$ cat src/rtl/pipelined_csel_addsub.sv
// Pipelined carry-select adder/subtractor. Each stage handles one SEG-bit segment,
// computing it for both carry-ins and selecting with the carry registered by the previous stage.
module pipelined_csel_addsub #(
    parameter int WIDTH = 32,
    parameter int SEG   = 16
) (
    input  logic             clk,
    input  logic             rst_n,
    input  logic             in_valid,
    output logic             in_ready,
    input  logic [WIDTH-1:0] a,
    input  logic [WIDTH-1:0] b,
    input  logic             sub,
    input  logic             cin,
    output logic             out_valid,
    input  logic             out_ready,
    output logic [WIDTH-1:0] sum,
    output logic             cout,
    output logic             ovf,
    output logic             zero
);
    localparam int NSEG = WIDTH / SEG;

    // Handshake: a transfer happens on a rising edge where valid and ready are both 1.
    // The whole pipe shifts only when the result register is empty or being drained,
    // so in_ready depends on out_valid/out_ready alone, never on in_valid.
    logic adv;
    assign adv      = !out_valid || out_ready;
    assign in_ready = adv;

    // op_*[k] are the inputs of stage k; r_*[k] are the registers stage k loads.
    logic [WIDTH-1:0] op_a   [NSEG];
    logic [WIDTH-1:0] op_be  [NSEG];
    logic [WIDTH-1:0] op_res [NSEG];
    logic             op_c   [NSEG];
    logic             op_v   [NSEG];
    logic [WIDTH-1:0] r_a    [NSEG];
    logic [WIDTH-1:0] r_be   [NSEG];
    logic [WIDTH-1:0] r_res  [NSEG];
    logic             r_c    [NSEG];
    logic             r_v    [NSEG];

    // Subtraction is a + ~b + 1, so the borrow-in becomes an inverted carry-in.
    assign op_a[0]   = a;
    assign op_be[0]  = sub ? ~b : b;
    assign op_res[0] = '0;
    assign op_c[0]   = cin ^ sub;
    assign op_v[0]   = in_valid && adv;

    for (genvar k = 0; k < NSEG; k++) begin : g_stage
        logic [SEG:0]     s0;
        logic [SEG:0]     s1;
        logic [SEG-1:0]   sel_s;
        logic             sel_c;
        logic [WIDTH-1:0] nxt_res;

        if (k > 0) begin : g_link
            assign op_a[k]   = r_a[k-1];
            assign op_be[k]  = r_be[k-1];
            assign op_res[k] = r_res[k-1];
            assign op_c[k]   = r_c[k-1];
            assign op_v[k]   = r_v[k-1];
        end

        assign s0    = {1'b0, op_a[k][k*SEG +: SEG]} + {1'b0, op_be[k][k*SEG +: SEG]};
        assign s1    = {1'b0, op_a[k][k*SEG +: SEG]} + {1'b0, op_be[k][k*SEG +: SEG]} + (SEG+1)'(1);
        assign sel_s = op_c[k] ? s1[SEG-1:0] : s0[SEG-1:0];
        assign sel_c = op_c[k] ? s1[SEG] : s0[SEG];

        always_comb begin
            nxt_res                = op_res[k];
            nxt_res[k*SEG +: SEG]  = sel_s;
        end

        always_ff @(posedge clk or negedge rst_n) begin
            if (!rst_n) begin
                r_v[k]   <= 1'b0;
                r_c[k]   <= 1'b0;
                r_a[k]   <= '0;
                r_be[k]  <= '0;
                r_res[k] <= '0;
            end else if (adv) begin
                r_v[k]   <= op_v[k];
                r_c[k]   <= sel_c;
                r_a[k]   <= op_a[k];
                r_be[k]  <= op_be[k];
                r_res[k] <= nxt_res;
            end
        end

        if (k == NSEG - 1) begin : g_flags
            // Carry into the MSB is recovered as a ^ b ^ sum at that bit.
            always_ff @(posedge clk or negedge rst_n) begin
                if (!rst_n) begin
                    ovf  <= 1'b0;
                    zero <= 1'b0;
                end else if (adv) begin
                    ovf  <= op_a[k][WIDTH-1] ^ op_be[k][WIDTH-1] ^ sel_s[SEG-1] ^ sel_c;
                    zero <= (nxt_res == '0);
                end
            end
        end
    end

    assign out_valid = r_v[NSEG-1];
    assign sum       = r_res[NSEG-1];
    assign cout      = r_c[NSEG-1];

endmodule

$ cat config.mk
export PLATFORM = sky130hd
export DESIGN_NAME = pipelined_csel_addsub
export DESIGN_NICKNAME = d
export VERILOG_FILES = /design/src/rtl/pipelined_csel_addsub.sv
export SDC_FILE = /design/constraint.sdc
export NUM_CORES = 1
export LEC_CHECK = 0
export BUFFER_PORTS_ARGS = -buffer_cell sky130_fd_sc_hd__buf_2
export CORE_ASPECT_RATIO = 0.8
export CORE_UTILIZATION = 45
export CTS_BUF_LIST = sky130_fd_sc_hd__clkbuf_8
export CTS_CLUSTER_SIZE = 20
export DETAILED_ROUTE_END_ITERATION = 7
export PLACE_DENSITY = 0.77
export SLEW_MARGIN = 40
export SYNTH_ARGS = -nofsm -noshare
export SYNTH_HDL_FRONTEND = slang
export SYNTH_SLANG_ARGS = --single-unit
$ cat constraint.sdc
create_clock -name clk -period 6.2 [get_ports clk]
set_clock_uncertainty 0.1 [all_clocks]
set_input_delay 0.93 -clock clk [delete_from_list [all_inputs] [get_ports clk]]
set_output_delay 0.93 -clock clk [all_outputs]
set_load 0.02 [all_outputs]
# Word level (Yosys, flattened, before mapping)
# Index checks and enable logic that the tools add are counted.
[totals]
latch_bits = 0
reg_bits = 118
mem_bits_rw = 0
romBits = 0
elab_cells = 28
mem_count = 0
inputBits = 70
[op_classes]
multipliers = 0
n_shift = 0
add_sub_neg = 4
reduce_logical = 4
order_cmp = 0
eq_ne = 0
n_div = 0
bitwise_logic = 5
mux = 5
[op_table]
columns = ["op", "count"]
rows = [
  ["adder 16 x 16 -> 17 bit", 2],
  ["adder 17 x 1 -> 17 bit (second input constant)", 2],
  ["logical NOT 32 bit", 1],
  ["two-way mux 16 bit", 2],
  ["two-way mux 32 bit", 1],
  ["NOT 32 bit", 1],
  ["bitwise XOR 1 bit", 4],
  ["two-way mux 1 bit", 2],
  ["logical AND 1 bit", 1],
  ["logical NOT 1 bit", 1],
  ["logical OR 1 bit", 1],
]

# Logic depth before layout (Yosys ltp)
[depth]
depth_word = 5
ltp_mapped = 16
depth_no_buf = 14

# Worst setup path after synthesis
# OpenSTA, ideal clock, no wires.
[synth_timing]
path_kind = "input to register"
from = "input port sub"
to = "register r_res, in the netlist g_stage[1].nxt_res[12]"
arrival_time_ns = 4.383
path_stages = 15
setup_ns = 0.126
path_slack_ns = 1.590
cell_sequence = "clkbuf_1 > buf_1 > xor2_1 > ha_1 > inv_1 > fa_1 > nor2b_1 > o21ai_0 > a211oi_1 > o31ai_1 > o311ai_0 > nand3_2 > o41ai_1 > a31oi_1 > nor3b_1"
[synth_between]
elab_chain_cells = 4
word_cells_on_any_way = 5
classes_between = "add/sub (2); mux (2); bitwise (1)"
[synth_rtl]
columns = ["element", "line", "text"]
rows = [
  ["from (decl)", "13", "input logic sub,"],
  ["two-way mux 32 bit", "45", "assign op_be[0] = sub ? ~b : b;"],
  ["adder 16 x 16 -> 17 bit", "65, 66", ""],
  ["adder 17 x 1 -> 17 bit", "66", "assign s1 = {1'b0, op_a[k][k*SEG +: SEG]} + {1'b0, op_be[k][k*SEG +: SEG]} + (SEG+1)'(1);"],
  ["two-way mux 16 bit *", "67", "assign sel_s = op_c[k] ? s1[SEG-1:0] : s0[SEG-1:0];"],
  ["to (signal, indexed assignment)", "87", "r_res[k] <= nxt_res;"],
  ["to (decl)", "39", "logic [WIDTH-1:0] r_res [NSEG];"],
]
# Every way passes the cells marked *; elsewhere a longest branch is shown, timed or not.
# A chain may end at the register's enable or synchronous reset.

# Final worst setup path
# Ends and elaborated chain as after synthesis.

==> summary.md <==
| Metric | Value |
|---|---|
| Average cell area after synthesis | 8.46 sq um |
| Cells traversed along the worst timing path | buf_2 -> xor2_1 -> ha_1 -> inv_1 -> fa_1 -> nor2b_1 -> o21ai_0 -> a211oi_1 -> o31ai_1 -> o311ai_1 -> nand3_2 -> o41ai_1 -> a211oi_1 -> nor3b_1 |
| Global-route wire length before repair | 23.7 mm |
| CORE AREA | 13,100 sq um |
| Number of enable-type register cells in the synthesized netlist | 0 |
| Synthesized flop and latch total | 86 |
| Count of buffering cells on the critical path with inverters included | 2 |
| Proportion of register bits with asynchronous set or reset after synthesis | 1.00 |
| PortBufs | 106 |
| Hold Buf Count CTS | 0 |
| Max Freq | 234 MHz |
| Synthesized Nets | 832 |
| Maximum root-to-sink buffer count | 2 |
| Worst hold path class | reg -> reg |
| Critical-path maximum fanout | 17 |
| Clock latency on the worst-skew pair | 0.37 ns |
| Register area share after synthesis | 0.350 |
| Relative max-transition margin | 0.535 |
| Critical path data arrival time | 4.43 ns |
| Area of the die | 14,100 sq um |
| Required arrival time at the worst endpoint | 6.36 ns |
| Gate count after technology mapping | 726 |
| Number of setup violations in the final report | 0 |
| Total global-route track usage | 0.207 |
| Path type of the worst setup path | in -> reg |
| Final min period | 4.27 ns |
| Final HPWL DP | 10.6 mm |
| Antenna Diode Count | 0 |
| Setup fix buffers added after clock tree synthesis | 0 |
| Clock-pin slew on the worst setup and hold paths | 0.09 ns |
| Count of vias placed by the detailed router | 5,369 |
| Top library cells by usage in the layout, fill and taps aside | sky130_fd_sc_hd__nand2_1, sky130_fd_sc_hd__buf_2, sky130_fd_sc_hd__dfrtp_1 |
| Clock group share of total power | 0.166 |
| VDD IR max | 0.194 mV |
| Synth-to-Final Area Change | 14.1% |
| Number of buffers inserted during clock tree synthesis | 9 |
| GP Congestion | 0.862 |
| Number of iterations in the first detailed-routing pass | 5 |
| Final hold slack | 0.363 ns |
| Overall die height | 106 microns |
| Routed wire length | 13.7 mm |
| Top-Level Pins | 107 |
| Fraction of layout cells with a size suffix above 1 | 0.183 |
| Critical path's slowest cell | sky130_fd_sc_hd__o311ai_1 |
| Worst Setup End Kind | register |
| Ratio of final minimum period to clock period | 0.689 |
| Final hold violations | 0 |
| Category of cells accounting for the largest share of critical-path delay | compound AO/OA/AOI/OAI gates |
| Synth unique cells | 72 |
| Net Sw Frac | 0.435 |
| Critical path's most frequent cell | sky130_fd_sc_hd__a211oi_1 |
| Actual transition at the worst max-transition pin | 0.690 ns |
| Cell Pwr Density | 344 nW/um^2 |
| Number of maximum-capacitance constraint violations | 0 |
| Leakage power total | 3.24 nW |
| Root buffer cell | sky130_fd_sc_hd__clkbuf_8 |
| Most instantiated flip-flop cell in the synthesis netlist | sky130_fd_sc_hd__dfrtp_1 |
| Yosys warning total | 0 |
| TritonCTS clock tree | yes |
| Setup tns final | 0 ns |
| Share of power burned in registers | 0.348 |
| Cell area after technology mapping | 6140 sq um |
| Status | complete, no violations |
| Net count, final | 921 |
| Category of the worst setup path launch point | input port |
| TritonCTS sink count | 86 |
| Initial antenna violation count | 0 |
| Iter 0 DRT Violations | 346 |
| Internal portion of total power | 1.36 mW |
| Combinational fraction of design power | 0.485 |
| Gates resized, CTS repair | 0 |
| Largest stage delay on the critical path | 0.46 ns |
| Residual overflow from global routing | 0 |
| Most frequent standard cell in the layout excluding fill and tap cells | sky130_fd_sc_hd__nand2_1 |
| Switching pwr | 1.05 mW |
| Number of H-tree levels | 3 |
| Standard-cell rows | 37 |
| Die outline width | 133 microns |
| DRC errors left | 0 |
| Vias in the first global route | 5,000 |
| Unrepaired setup endpoints after global routing | no |
| Initial core utilization | 0.469 |
| Average wire per cell in the routed design | 13.8 microns |
| Mean number of vias per cell | 5.40 |
| Final count of pins violating max slew | 0 |
| Largest net degree at the start of global routing | 58 |
| Antenna Nets Post-Route | 0 |
[power groups by stage]
stage,combinational (mW),sequential [mW],clock (mW)
4_1_cts,1.17,0.840,0.415
3_5_place_dp,1.16,0.851,0
3_3_place_gp,1.14,0.845,0
5_1_grt,1.31,0.860,0.438
2_1_floorplan,0.762,0.936,0
6_report,1.17,0.839,0.401
[cell usage after synthesis (5+ instances only)]
cell	count	area share
sky130_fd_sc_hd__nor4_1	7	0.0071
sky130_fd_sc_hd__nor3_1	15	0.012
sky130_fd_sc_hd__nand2b_1	9	0.0092
sky130_fd_sc_hd__o21ai_0	49	0.040
sky130_fd_sc_hd__o211ai_1	7	0.0086
sky130_fd_sc_hd__mux2i_1	7	0.011
sky130_fd_sc_hd__and4_1	5	0.0071
sky130_fd_sc_hd__nor2_1	39	0.024
sky130_fd_sc_hd__nand4_1	5	0.0051
sky130_fd_sc_hd__xor2_1	34	0.048
sky130_fd_sc_hd__buf_1	8	0.0049
sky130_fd_sc_hd__nand2_1	169	0.10
sky130_fd_sc_hd__a211oi_1	8	0.0098
sky130_fd_sc_hd__inv_1	17	0.010
sky130_fd_sc_hd__clkbuf_1	23	0.014
sky130_fd_sc_hd__or3_1	5	0.0051
sky130_fd_sc_hd__ha_1	34	0.069
sky130_fd_sc_hd__nand3_1	11	0.0090
sky130_fd_sc_hd__a21o_1	11	0.013
sky130_fd_sc_hd__xnor2_1	43	0.061
sky130_fd_sc_hd__a21oi_1	36	0.029
sky130_fd_sc_hd__dfrtp_1	86	0.35
sky130_fd_sc_hd__and3_1	11	0.011
[logic make-up after synthesis]
group / synth area share
DFF: 0.350
xor gates and xnor gates: 0.112
buffers and inverters: 0.0310
adders and majority gates: 0.0758
muxes: 0.0139
and+or+nand+nor: 0.236
AOI/OAI and AO/OA: 0.181
[tightest hold or removal path: stages (launching register included)]
cell and delay (ns):
sky130_fd_sc_hd__dfrtp_1 0.34, sky130_fd_sc_hd__nand2_1 0.05, sky130_fd_sc_hd__nand2_1 0.04
[registers in the layout, indices dropped and copies added (netlist names)]
| register | flops |
|---|---|
| op_v | 1 |
| op_a | 16 |
| op_c | 1 |
| g_stage.nxt_res | 16 |
| sum | 32 |
| cout | 1 |
| out_valid | 1 |
| op_be | 16 |
| ovf | 1 |
| zero | 1 |
[worst paths after layout]
check,slack (ns),depth (start not counted),startpoint,end
setup reg to reg,2.32,12,op_a[16],ovf
min in group asynchronous,0.42,1,rst_n,op_be[27]
hold reg to reg,0.36,2,op_v[0],op_v[0]
max in group asynchronous,4.61,2,rst_n,op_c[0]
setup / recovery,1.93,14,sub,g_stage[1].nxt_res[12]
hold / removal,0.36,2,op_v[0],op_v[0]
[layout make-up]
cell class / instances / area, sq um
Fill cell: 1270 / 6090
Multi-Input combinational cell: 590 / 3810
Sequential cell: 86 / 2150
Timing Repair Buffer: 111 / 571
Tap cell: 175 / 219
Clock buffer: 9 / 124
Clock inverter: 7 / 72.6
Inverter: 17 / 63.8
[per-layer routing]
metal / track usage / wire length [microns]
met1: 0.305 / 7010
met2: 0.316 / 5980
met3: 0.0329 / 617
met4: 0.0468 / 117
met5: 0 / 0
[through the flow]
stage	cell area (sq um)	std cells	total power, mW	util	setup WS, ns
2_1_floorplan	6140	726	1.70	-	1.59
3_3_place_gp	6810	979	1.99	0.520	1.54
3_5_place_dp	6810	979	2.02	0.520	1.34
4_1_cts	7010	995	2.43	0.535	1.73
5_1_grt	7010	995	2.61	0.535	1.49
6_report	7010	995	2.41	0.535	1.93
(Power assumes the default switching activity.)
